File: src/rtl/ysyx_23060184_clint_if.sv
// Bus bundle for the CLINT register port: AXI-lite style read channel
// (ar/r) and write channels (aw/w/b).
//   slave  : seen by the CLINT (addresses, write data, ready-to-accept responses in)
//   master : seen by the requester (the mirror image)
interface ysyx_23060184_clint_if #(
  parameter int unsigned DATA_WIDTH = 32
);
  logic [31:0]             araddr;
  logic                    arvalid;
  logic                    arready;
  logic [DATA_WIDTH-1:0]   rdata;
  logic [1:0]              rresp;
  logic                    rvalid;
  logic                    rready;
  logic [31:0]             awaddr;
  logic                    awvalid;
  logic                    awready;
  logic [DATA_WIDTH-1:0]   wdata;
  logic [DATA_WIDTH/8-1:0] wstrb;
  logic                    wvalid;
  logic                    wready;
  logic [1:0]              bresp;
  logic                    bvalid;
  logic                    bready;

  modport slave (
    input  araddr, arvalid, rready, awaddr, awvalid, wdata, wstrb, wvalid, bready,
    output arready, rdata, rresp, rvalid, awready, wready, bresp, bvalid
  );

  modport master (
    output araddr, arvalid, rready, awaddr, awvalid, wdata, wstrb, wvalid, bready,
    input  arready, rdata, rresp, rvalid, awready, wready, bresp, bvalid
  );
endinterface

File: src/rtl/ysyx_23060184_clint.sv
// Core-local interruptor: free-running 64-bit mtime with a prescaler, a 64-bit
// mtimecmp, and a registered machine timer interrupt (mtip = mtime >= mtimecmp).
// Registers are reached through an AXI-lite style slave port with independent
// read and write state machines.
//   clk  : clock, all state on posedge
//   rst  : synchronous active-high reset
//   bus  : register bus (slave modport); registers are 32-bit halves, so
//          DATA_WIDTH is expected to be 32
//   mtip : machine timer interrupt pending
module ysyx_23060184_clint #(
  parameter int unsigned DATA_WIDTH = 32,
  parameter logic [31:0] BASE       = 32'h0200_0000,
  parameter int unsigned PRESCALE   = 1
) (
  input  logic                        clk,
  input  logic                        rst,
  ysyx_23060184_clint_if.slave        bus,
  output logic                        mtip
);

  localparam logic [1:0] RespOkay   = 2'b00;
  localparam logic [1:0] RespSlvErr = 2'b10;

  typedef enum logic [2:0] {RegNone, RegCmpLo, RegCmpHi, RegTimeLo, RegTimeHi} reg_sel_e;
  typedef enum logic {StRIdle, StRResp} rd_state_e;
  typedef enum logic [1:0] {StWIdle, StWData, StWAddr, StWResp} wr_state_e;

  function automatic reg_sel_e decode(logic [31:0] addr);
    logic [31:0] off;
    off = addr - BASE;
    if (addr[1:0] != 2'b00) return RegNone;
    case (off)
      32'h0000_4000: return RegCmpLo;
      32'h0000_4004: return RegCmpHi;
      32'h0000_BFF8: return RegTimeLo;
      32'h0000_BFFC: return RegTimeHi;
      default:       return RegNone;
    endcase
  endfunction

  function automatic logic [31:0] merge(logic [31:0] old, logic [DATA_WIDTH-1:0] data,
                                        logic [DATA_WIDTH/8-1:0] strb);
    logic [31:0] res;
    res = old;
    for (int b = 0; b < 4; b++) begin
      if (strb[b]) res[8*b +: 8] = data[8*b +: 8];
    end
    return res;
  endfunction

  // Timer state
  logic [63:0] mtime_q, mtime_d;
  logic [63:0] mtimecmp_q, mtimecmp_d;
  logic [31:0] presc_q, presc_d;
  logic        mtip_q;
  logic        tick;

  // Read side
  rd_state_e             rd_state_q, rd_state_d;
  logic [DATA_WIDTH-1:0] rdata_q;
  logic [1:0]            rresp_q;
  logic [31:0]           rd_word;
  logic                  rd_hit;
  logic                  rd_capture;

  // Write side
  wr_state_e               wr_state_q, wr_state_d;
  logic [31:0]             awaddr_q;
  logic [DATA_WIDTH-1:0]   wdata_q;
  logic [DATA_WIDTH/8-1:0] wstrb_q;
  logic [1:0]              bresp_q;
  logic                    wr_commit;
  logic [31:0]             wr_addr;
  logic [DATA_WIDTH-1:0]   wr_data;
  logic [DATA_WIDTH/8-1:0] wr_strb;
  reg_sel_e                wr_sel;

  // ---------------------------------------------------------------- read FSM
  always_ff @(posedge clk) begin
    if (rst) rd_state_q <= StRIdle;
    else     rd_state_q <= rd_state_d;
  end

  always_comb begin
    rd_state_d = rd_state_q;
    unique case (rd_state_q)
      StRIdle: if (bus.arvalid) rd_state_d = StRResp;
      StRResp: if (bus.rready)  rd_state_d = StRIdle;
    endcase
  end

  always_comb begin
    bus.arready = (rd_state_q == StRIdle);
    bus.rvalid  = (rd_state_q == StRResp);
    bus.rdata   = rdata_q;
    bus.rresp   = rresp_q;
  end

  assign rd_capture = (rd_state_q == StRIdle) && bus.arvalid;

  always_comb begin
    rd_word = '0;
    rd_hit  = 1'b1;
    case (decode(bus.araddr))
      RegCmpLo:  rd_word = mtimecmp_q[31:0];
      RegCmpHi:  rd_word = mtimecmp_q[63:32];
      RegTimeLo: rd_word = mtime_q[31:0];
      RegTimeHi: rd_word = mtime_q[63:32];
      default:   rd_hit  = 1'b0;
    endcase
  end

  // Captured from the pre-update register values, so a read coinciding with
  // a commit to the same register returns the old contents.
  always_ff @(posedge clk) begin
    if (rst) begin
      rdata_q <= '0;
      rresp_q <= RespOkay;
    end else if (rd_capture) begin
      rdata_q <= DATA_WIDTH'(rd_word);
      rresp_q <= rd_hit ? RespOkay : RespSlvErr;
    end
  end

  // --------------------------------------------------------------- write FSM
  always_ff @(posedge clk) begin
    if (rst) wr_state_q <= StWIdle;
    else     wr_state_q <= wr_state_d;
  end

  always_comb begin
    wr_state_d = wr_state_q;
    unique case (wr_state_q)
      StWIdle: begin
        if (bus.awvalid && bus.wvalid) wr_state_d = StWResp;
        else if (bus.awvalid)          wr_state_d = StWData;
        else if (bus.wvalid)           wr_state_d = StWAddr;
      end
      StWData: if (bus.wvalid)  wr_state_d = StWResp;
      StWAddr: if (bus.awvalid) wr_state_d = StWResp;
      StWResp: if (bus.bready)  wr_state_d = StWIdle;
    endcase
  end

  always_comb begin
    bus.awready = (wr_state_q == StWIdle) || (wr_state_q == StWAddr);
    bus.wready  = (wr_state_q == StWIdle) || (wr_state_q == StWData);
    bus.bvalid  = (wr_state_q == StWResp);
    bus.bresp   = bresp_q;
  end

  // Pick the address/data halves from the live bus or from whichever half was
  // latched while waiting for its partner.
  always_comb begin
    wr_commit = 1'b0;
    wr_addr   = bus.awaddr;
    wr_data   = bus.wdata;
    wr_strb   = bus.wstrb;
    unique case (wr_state_q)
      StWIdle: wr_commit = bus.awvalid && bus.wvalid;
      StWData: begin
        wr_commit = bus.wvalid;
        wr_addr   = awaddr_q;
      end
      StWAddr: begin
        wr_commit = bus.awvalid;
        wr_data   = wdata_q;
        wr_strb   = wstrb_q;
      end
      StWResp: wr_commit = 1'b0;
    endcase
  end

  assign wr_sel = decode(wr_addr);

  always_ff @(posedge clk) begin
    if (rst) begin
      awaddr_q <= '0;
      wdata_q  <= '0;
      wstrb_q  <= '0;
      bresp_q  <= RespOkay;
    end else begin
      if (wr_state_q == StWIdle && bus.awvalid && !bus.wvalid) awaddr_q <= bus.awaddr;
      if (wr_state_q == StWIdle && bus.wvalid && !bus.awvalid) begin
        wdata_q <= bus.wdata;
        wstrb_q <= bus.wstrb;
      end
      if (wr_commit) bresp_q <= (wr_sel == RegNone) ? RespSlvErr : RespOkay;
    end
  end

  // ------------------------------------------------------------------- timer
  assign tick = (presc_q == 32'(PRESCALE - 1));

  // A commit to mtime merges into the pre-tick value, dropping that tick.
  always_comb begin
    presc_d    = tick ? 32'd0 : presc_q + 32'd1;
    mtime_d    = tick ? mtime_q + 64'd1 : mtime_q;
    mtimecmp_d = mtimecmp_q;
    if (wr_commit) begin
      case (wr_sel)
        RegCmpLo:  mtimecmp_d[31:0]  = merge(mtimecmp_q[31:0], wr_data, wr_strb);
        RegCmpHi:  mtimecmp_d[63:32] = merge(mtimecmp_q[63:32], wr_data, wr_strb);
        RegTimeLo: mtime_d = {mtime_q[63:32], merge(mtime_q[31:0], wr_data, wr_strb)};
        RegTimeHi: mtime_d = {merge(mtime_q[63:32], wr_data, wr_strb), mtime_q[31:0]};
        default:   ;
      endcase
    end
  end

  always_ff @(posedge clk) begin
    if (rst) begin
      mtime_q    <= '0;
      mtimecmp_q <= '1;
      presc_q    <= '0;
      mtip_q     <= 1'b0;
    end else begin
      mtime_q    <= mtime_d;
      mtimecmp_q <= mtimecmp_d;
      presc_q    <= presc_d;
      mtip_q     <= (mtime_q >= mtimecmp_q);
    end
  end

  assign mtip = mtip_q;

endmodule

File: src/flat_wrapper.sv
// flat-port wrapper written by rule: the top's interface ports become plain ports
module ysyx_23060184_clint_flat 
#(
  parameter int unsigned DATA_WIDTH = 32,
  parameter logic [31:0] BASE       = 32'h0200_0000,
  parameter int unsigned PRESCALE   = 1
)
  (clk, rst, mtip, bus_araddr, bus_arvalid, bus_rready, bus_awaddr, bus_awvalid, bus_wdata, bus_wstrb, bus_wvalid, bus_bready, bus_arready, bus_rdata, bus_rresp, bus_rvalid, bus_awready, bus_wready, bus_bresp, bus_bvalid);
  ysyx_23060184_clint_if #(.DATA_WIDTH(DATA_WIDTH)) bus_i ();
  input  logic clk;
  input  logic rst;
  output logic mtip;
  input wire logic [$bits(bus_i.araddr)-1:0] bus_araddr;
  input wire logic [$bits(bus_i.arvalid)-1:0] bus_arvalid;
  input wire logic [$bits(bus_i.rready)-1:0] bus_rready;
  input wire logic [$bits(bus_i.awaddr)-1:0] bus_awaddr;
  input wire logic [$bits(bus_i.awvalid)-1:0] bus_awvalid;
  input wire logic [$bits(bus_i.wdata)-1:0] bus_wdata;
  input wire logic [$bits(bus_i.wstrb)-1:0] bus_wstrb;
  input wire logic [$bits(bus_i.wvalid)-1:0] bus_wvalid;
  input wire logic [$bits(bus_i.bready)-1:0] bus_bready;
  output wire logic [$bits(bus_i.arready)-1:0] bus_arready;
  output wire logic [$bits(bus_i.rdata)-1:0] bus_rdata;
  output wire logic [$bits(bus_i.rresp)-1:0] bus_rresp;
  output wire logic [$bits(bus_i.rvalid)-1:0] bus_rvalid;
  output wire logic [$bits(bus_i.awready)-1:0] bus_awready;
  output wire logic [$bits(bus_i.wready)-1:0] bus_wready;
  output wire logic [$bits(bus_i.bresp)-1:0] bus_bresp;
  output wire logic [$bits(bus_i.bvalid)-1:0] bus_bvalid;
  assign bus_i.araddr = bus_araddr;
  assign bus_i.arvalid = bus_arvalid;
  assign bus_i.rready = bus_rready;
  assign bus_i.awaddr = bus_awaddr;
  assign bus_i.awvalid = bus_awvalid;
  assign bus_i.wdata = bus_wdata;
  assign bus_i.wstrb = bus_wstrb;
  assign bus_i.wvalid = bus_wvalid;
  assign bus_i.bready = bus_bready;
  assign bus_arready = bus_i.arready;
  assign bus_rdata = bus_i.rdata;
  assign bus_rresp = bus_i.rresp;
  assign bus_rvalid = bus_i.rvalid;
  assign bus_awready = bus_i.awready;
  assign bus_wready = bus_i.wready;
  assign bus_bresp = bus_i.bresp;
  assign bus_bvalid = bus_i.bvalid;
  ysyx_23060184_clint #(.DATA_WIDTH(DATA_WIDTH), .BASE(BASE), .PRESCALE(PRESCALE)) u_core (.clk(clk), .rst(rst), .bus(bus_i), .mtip(mtip));
endmodule
File: config.mk
export PLATFORM = sky130hd
export DESIGN_NAME = ysyx_23060184_clint_flat
export DESIGN_NICKNAME = d
export VERILOG_FILES = /design/src/rtl/ysyx_23060184_clint_if.sv /design/src/rtl/ysyx_23060184_clint.sv /design/src/flat_wrapper.sv
export SDC_FILE = /design/constraint.sdc
export NUM_CORES = 1
export LEC_CHECK = 0
export BUFFER_PORTS_ARGS = -buffer_cell sky130_fd_sc_hd__buf_2
export CAP_MARGIN = 20
export CORE_MARGIN = 2
export CORE_UTILIZATION = 35
export DETAILED_ROUTE_END_ITERATION = 6
export GPL_TIMING_DRIVEN = 0
export MAX_ROUTING_LAYER = met4
export PLACE_DENSITY_LB_ADDON = 0.3
export SLEW_MARGIN = 5
export SYNTH_ARGS = -nofsm -noshare
export SYNTH_HDL_FRONTEND = slang
export SYNTH_SLANG_ARGS = --single-unit
File: constraint.sdc
create_clock -name clk -period 3.4 [get_ports clk]
set_clock_uncertainty 0.15 [all_clocks]
set_input_delay 0.51 -clock clk [delete_from_list [all_inputs] [get_ports clk]]
set_output_delay 0.51 -clock clk [all_outputs]
set_load 0.02 [all_outputs]
==> results of run 1 <==
-- flip-flops by register name, indices dropped and copies added (netlist names), 2 cells and up --
name and cells:
u_core.presc_q 32, u_core.mtime_q 64, u_core.awaddr_q 32, u_core.wstrb_q 4
u_core.mtimecmp_q 64, u_core.wr_state_q 2, u_core.bus.rdata 32, u_core.wdata_q 32
-- worst max-delay path, cell delays in order, from the launching register on --
cell and delay (ns):
dfxtp_2 0.34, inv_2 0.05, ha_4 0.17, buf_12 0.15, mux2i_4 0.19, ha_4 0.16, or2_2 0.29, a211oi_4 0.31
or2_1 0.18, buf_6 0.13, nand4_1 0.18, buf_6 0.21, buf_8 0.15, nand3_1 0.08, o31ai_1 0.08, a211oi_2 0.37
-- cells by family after synthesis --
| family | Yosys count |
|---|---|
| DFF | 266 |
| and+or+nand+nor | 737 |
| adders and majority gates | 73 |
| muxes | 99 |
| xor gates and xnor gates | 31 |
| other | 1 |
| AOI/OAI and AO/OA | 432 |
| buffers and inverters | 188 |
-- power groups by stage --
| stage | logic (mW) | registers (mW) | clock network (mW) |
|---|---|---|---|
| 2_1_floorplan | 0.974 | 3.35 | 0 |
| 3_3_place_gp | 1.58 | 3.36 | 0 |
| 3_5_place_dp | 1.59 | 3.36 | 0 |
| 4_1_cts | 1.70 | 3.30 | 3.60 |
| 5_1_grt | 1.93 | 3.32 | 3.74 |
| 6_report | 1.82 | 3.31 | 3.56 |
-- cell type report --
type	count	area (sq um)	share of cell area, %
Tap cell	539	674	3.73
Timing Repair Buffer	177	1010	5.61
Clock inverter	9	80.1	0.443
Inverter	90	338	1.87
Multi-Input combinational cell	1374	9070	50.2
Buffer	97	571	3.16
Clock buffer	51	1010	5.56
Sequential cell	266	5330	29.5
-- through the flow --
| stage | hold slack (ns) | area, sq um | setup slack (ns) | power [mW] |
|---|---|---|---|---|
| after floorplan | 0.280 | 14800 | 0.188 | 4.32 |
| after global placement | 0.289 | 16200 | -0.918 | 4.94 |
| after detailed placement | 0.289 | 16300 | -0.892 | 4.96 |
| after CTS | 0.0253 | 17800 | 0.00240 | 8.60 |
| after global routing | 0.0387 | 18100 | -0.0281 | 8.99 |
| final | 0.0424 | 18100 | 0.0679 | 8.69 |
-- layer usage --
layer	wire [um]	vias up	track usage (%)
met2	24900	802	40.3
met4	2660	0	10.6
met5	0	-	-
met1	24700	7196	34.7
met3	5430	182	4.56
li1	-	7111	-
-- cells in the final DEF, fill, tap and decap left out, drive strengths merged, types with 18 or more instances in the layout --
master / n
o21ai: 86
buf: 219
o211ai: 35
a21oi: 121
inv: 91
a211oi: 18
nand3: 62
a22o: 33
nand2: 301
and3: 20
mux2i: 67
mux2: 32
dfxtp: 266
ha: 73
nor3: 39
nor2: 143
a221oi: 37
xor2: 22
nor4: 39
nand4: 56
clkbuf: 105
-- path summary, 6_finish.rpt --
path	end	slack, ns	start	cells after the start
worst max-delay path	u_core.mtime_q[18]$_SDFFE_PP0P_	0.07	u_core.wr_state_q[1]$_SDFFE_PP0P_	15
worst min-delay path	u_core.bus.rvalid$_SDFF_PP0_	0.04	bus_rready	2
worst max register to register	u_core.mtime_q[18]$_SDFFE_PP0P_	0.07	u_core.wr_state_q[1]$_SDFFE_PP0P_	15
worst min register to register	u_core.bus.rdata[0]$_SDFFE_PP0P_	0.29	u_core.bus.rdata[0]$_SDFFE_PP0P_	2
-- repair_timing --
item | 4_1_cts | 5_1_grt
hold buffers | 0 | 0
endpoints found under the setup margin | 129 | 123
cloned | 1 | 1
resized for setup | 81 | 43
pin swaps | 13 | 9
setup buffers | 15 | 13
==> metrics, run 1 <==
status complete, no violations; Clock Latency Late Sink 0.53 ns; max_cap viols 0; area grow syn2layout 21.9%; CORE AREA 41900 sq um; Top Ports approximately 150; DRT iter0 DRCs between 1000 and 1500; Rel. slew slack approximately 22%; Slew Limit Fails 0; post-synthesis cell type count slightly below 90; vias per cell ~5.9; Inst Count DP 2514; Leak ~7.5 nW; share of cells above drive strength 1 between 10% and 20%; crit path time final 3.33 ns; setup tns final 0 ns; CTS buffer count 34; largest net degree at the start of global routing 12; Post-Syn Instances 1827; clock tree from TritonCTS done; PortBufs 146; Rows 75; Setup crit end kind flip-flop; Fmax achieved between 0.3 and 0.4 GHz; Comb power frac 21.0%; Top FF cell, synth dfxtp_1; Routed WL approximately 58000 um; largest family of logic cells by synthesized area simple AND/OR/NAND/NOR gates; adder and majority cell fraction of the synthesized area under 10%; drt drc 0; post-synthesis simple-gate area fraction 24.5%; initial antenna violation count 0; CTS clk-pin slew, worst paths around 0.050 ns; RD Place Congestion about 0.96; crit-path max FO 13; Finished Layout Cells 2603; Final setup viols 0; post-route ant nets 0; synthesized flop and latch total around 270; YS warnings 0; Sequential Power Share a little under two fifths; area leader, netlist dfxtp_1; CTS Sinks ~270; syn_area_per_cell 8.12 sq um; CTS max path bufs 3; commonest cells in the netlist nand2_1 (298), dfxtp_1 (266), nor2_1 (139); Clock Power Share 40.9%; # diodes 0; kind of critical path flip-flop to flip-flop; CP arrival 3.58 ns; Startpoint Class flip-flop; HP Class primary input to flip-flop; final hold vios 0; multiplexer share of the synthesized area about 6.9%; sw frac 31.1%; Die Span Y between 200 and 250 um; gr usage total a little over a quarter; Overflow after GRT 0; Initial Util 35.4%; number of global-route vias before repair between 10000 and 15000; Root Buffer clkbuf_16; FILL cells 4189; die area around 44000 sq um; asr flop ratio synth 0%; Pwr per Cell Area 480 nW/um^2; post-synth top area share 35.9%; Worst EP required 3.65 ns; first-pass GRT wire length about 87000 um; first-pass iteration count of the detailed router 6; top post-synthesis cells by area dfxtp_1 (36%), nand2_1 (7.5%), ha_1 (6.2%), mux2i_1 (4.5%), a21oi_1 (4.1%); Post-synth EDFFs 0; Core Util, Final 43.2%; Seq/Total Area, Yosys 35.9%; die width about 210 um; XOR/XNOR Fraction of Synth Area 1.83%; peak supply drop roughly 320 uV; Cell Area, Synth about 15000 sq um; Routed WL per cell 22.2 um; most common cell in the netlist nand2_1; Worst Max-Slew Pin Slew between 1 and 1.5 ns; Via Count 15291; period utilization 98.0%; Compound-Gate Fraction of Synth Area 19.5%; H-tree depth 2; Switch Pwr approximately 2.7 mW; Internal Power 5.99 mW; Final HPWL DP ~43000 um; nets@finish between 2000 and 2500
Note: power is estimated with default switching activity, not from simulation.
==> inputs of run 2 (changes only) <==
--- a/config.mk
+++ b/config.mk
@@ -13,6 +13,7 @@
 export GPL_TIMING_DRIVEN = 0
 export MAX_ROUTING_LAYER = met4
 export PLACE_DENSITY_LB_ADDON = 0.3
+export SETUP_SLACK_MARGIN = 0.2
 export SLEW_MARGIN = 5
 export SYNTH_ARGS = -nofsm -noshare
 export SYNTH_HDL_FRONTEND = slang
==> metrics, run 2 (synthesis results as in run 1) <==
post-route ant nets 0 (unchanged); Pwr per Cell Area 475 nW/um^2 (-1.2%); DRT iter0 DRCs 1427 (-1.9%); Overflow after GRT 0 (unchanged); peak supply drop 319 uV (-0.42%); Worst Max-Slew Pin Slew 1.20 ns (+0.0358 ns); commonest cells after routing, fill and taps aside nand2_1 (286), dfxtp_1 (263), buf_2 (166); crit path time final 3.22 ns (-0.111 ns); first-pass GRT wire length 86700 um (-0.17%); CP arrival 3.49 ns (-0.09 ns); CTS clk-pin slew, worst paths 0.06 ns (about the same); gr usage total 26.3% (-0.058 points); CTS Sinks 266 (unchanged); Root Buffer clkbuf_16; Via Count 15633 (+2.2%); Rel. slew slack 19.7% (-2.4 points); Cells on Worst Hold Path 2 (unchanged); nets@finish 2253 (+1.5%); final hold vios 0 (unchanged); worst reg2reg path depth 14 (-1); CTS buffer count 35 (+2.9%); die area 44100 sq um (unchanged); Leak 7.81 nW (+3.9%); worst reg2reg startpoint u_core.wr_state_q[1]$_SDFFE_PP0P_; Routed WL 58100 um (+0.75%); period utilization 94.7% (-3.3 points); status complete, no violations; share of cells above drive strength 1 21.9% (+3.3 points); Worst Hold Path EP u_core.bus.rvalid$_SDFF_PP0_; Fmax achieved 0.310 GHz (+3.5%); number of global-route vias before repair 14669 (-0.22%); area grow syn2layout 26.7%; Slew Limit Fails 0 (unchanged); Initial Util 35.4% (unchanged); die width 210 um (unchanged); first-pass iteration count of the detailed router 7 (+1); Rows 75 (unchanged); Worst EP required 3.67 ns (+0.02 ns); clock tree from TritonCTS done; Final setup viols 0 (unchanged); crit-path max FO 4 (-9); Tot Pwr 8.93 mW (+2.8%); worst reg2reg setup slack 0.18 ns (+0.11 ns); worst hold start bus_rready; CTS max path bufs 3 (unchanged); CORE AREA 41900 sq um (unchanged); initial antenna violation count 1 (+1); Hold WS 0.0115 ns (-0.0309 ns); HP Class primary input to flip-flop; commonest non-fill, non-tap cell in the layout nand2_1; Top Ports 149 (unchanged); post-route cell area 18800 sq um (+4.0%); Final HPWL DP 43000 um (-0.91%); max_cap viols 0 (unchanged); dpl cell area 16300 sq um (unchanged); Startpoint Class flip-flop; drt drc 0 (unchanged); top flop regs u_core.mtime_q (64), u_core.mtimecmp_q (64); largest net degree at the start of global routing 14 (+2); Die Span Y 210 um (unchanged); Clock Latency Late Sink 0.53 ns (about the same); H-tree depth 2 (unchanged); Setup crit end kind flip-flop; PortBufs 146 (unchanged); RD Place Congestion 0.994 (+3.3%); hold buffers post-CTS 0 (unchanged); kind of critical path flip-flop to flip-flop; RSZ-0062 raised after global routing yes; RR Endpoint u_core.mtimecmp_q[38]$_SDFFE_PP1P_; vias per cell 5.92 (+0.80%); Routed WL per cell 22.0 um (-0.67%)
-- run 2: repair_timing --
item,4_1_cts,5_1_grt
gates resized for setup,109,110
buffers inserted,29,28
gates cloned,4,0
setup endpoints to repair,130,125
pin swaps,18,41
-- run 2: power breakdown --
group | internal (mW) | total (mW) | leakage, nW | switching (mW)
logic | 0.660 | 1.89 | 5.09 | 1.23
registers | 3.23 | 3.31 | 2.15 | 0.0801
clock network | 2.26 | 3.73 | 0.564 | 1.47
total | 6.15 | 8.93 | 7.81 | 2.78
-- run 2: worst max-delay path, cell delays in order, from the launching register on --
cell and delay, ns:
dfxtp_2 0.34, inv_2 0.05, ha_4 0.16, buf_6 0.12, buf_12 0.12, mux2i_1 0.11
ha_2 0.34, nor4b_4 0.22, and3_4 0.27, o211ai_1 0.15, nor3_4 0.29, buf_6 0.17
nand2_8 0.08, nor2_4 0.19, mux2_4 0.33
-- run 2: worst max-delay path by stage --
stage	cells past startpoint	startpoint	endpoint	slack [ns]
after floorplan	15	u_core.wr_state_q[1]$_SDFFE_PP0P_	u_core.mtime_q[20]$_SDFFE_PP0P_	0.21
after global placement	14	u_core.wr_state_q[1]$_SDFFE_PP0P_	u_core.mtime_q[63]$_SDFFE_PP0P_	-0.91
after detailed placement	14	u_core.wr_state_q[1]$_SDFFE_PP0P_	u_core.mtime_q[63]$_SDFFE_PP0P_	-0.93
after CTS	14	u_core.wr_state_q[1]$_SDFFE_PP0P_	u_core.mtimecmp_q[38]$_SDFFE_PP1P_	0.15
after global routing	15	u_core.wr_state_q[1]$_SDFFE_PP0P_	u_core.mtime_q[39]$_SDFFE_PP0P_	0.09
final	14	u_core.wr_state_q[1]$_SDFFE_PP0P_	u_core.mtimecmp_q[38]$_SDFFE_PP1P_	0.18
-- run 2: metal layers --
metal	vias to the layer above	global-route usage [%]	wire [um]	part of all wire, %
li1	7186	-	-	-
met5	-	-	0	0
met2	791	40.1	25400	44
met4	0	10.6	2610	4.5
met3	186	4.46	5670	9.7
met1	7470	34.8	24500	42
-- run 2: layout make-up --
class / instances / area (sq um)
Clock buffer: 48 / 1020
Fill cell: 4147 / 23100
Antenna cell: 2 / 5.00
Sequential cell: 266 / 5330
Tap cell: 539 / 674
Buffer: 98 / 609
Inverter: 90 / 338
Timing Repair Buffer: 208 / 1350
Clock inverter: 15 / 146
Multi-Input combinational cell: 1374 / 9330
-- run 2: per-stage QoR --
stage / worst slack [ns] / std cells / setup TNS, ns / util [%]
floorplan: 0.210 / 1828 / 0 / -
global placement: -0.911 / 2513 / -81.72 / 38.8
detailed placement: -0.931 / 2514 / -88.88 / 38.8
CTS: 0.148 / 2610 / 0 / 43.4
global route: 0.0928 / 2639 / 0 / 44.9
finish: 0.179 / 2640 / 0 / 44.9
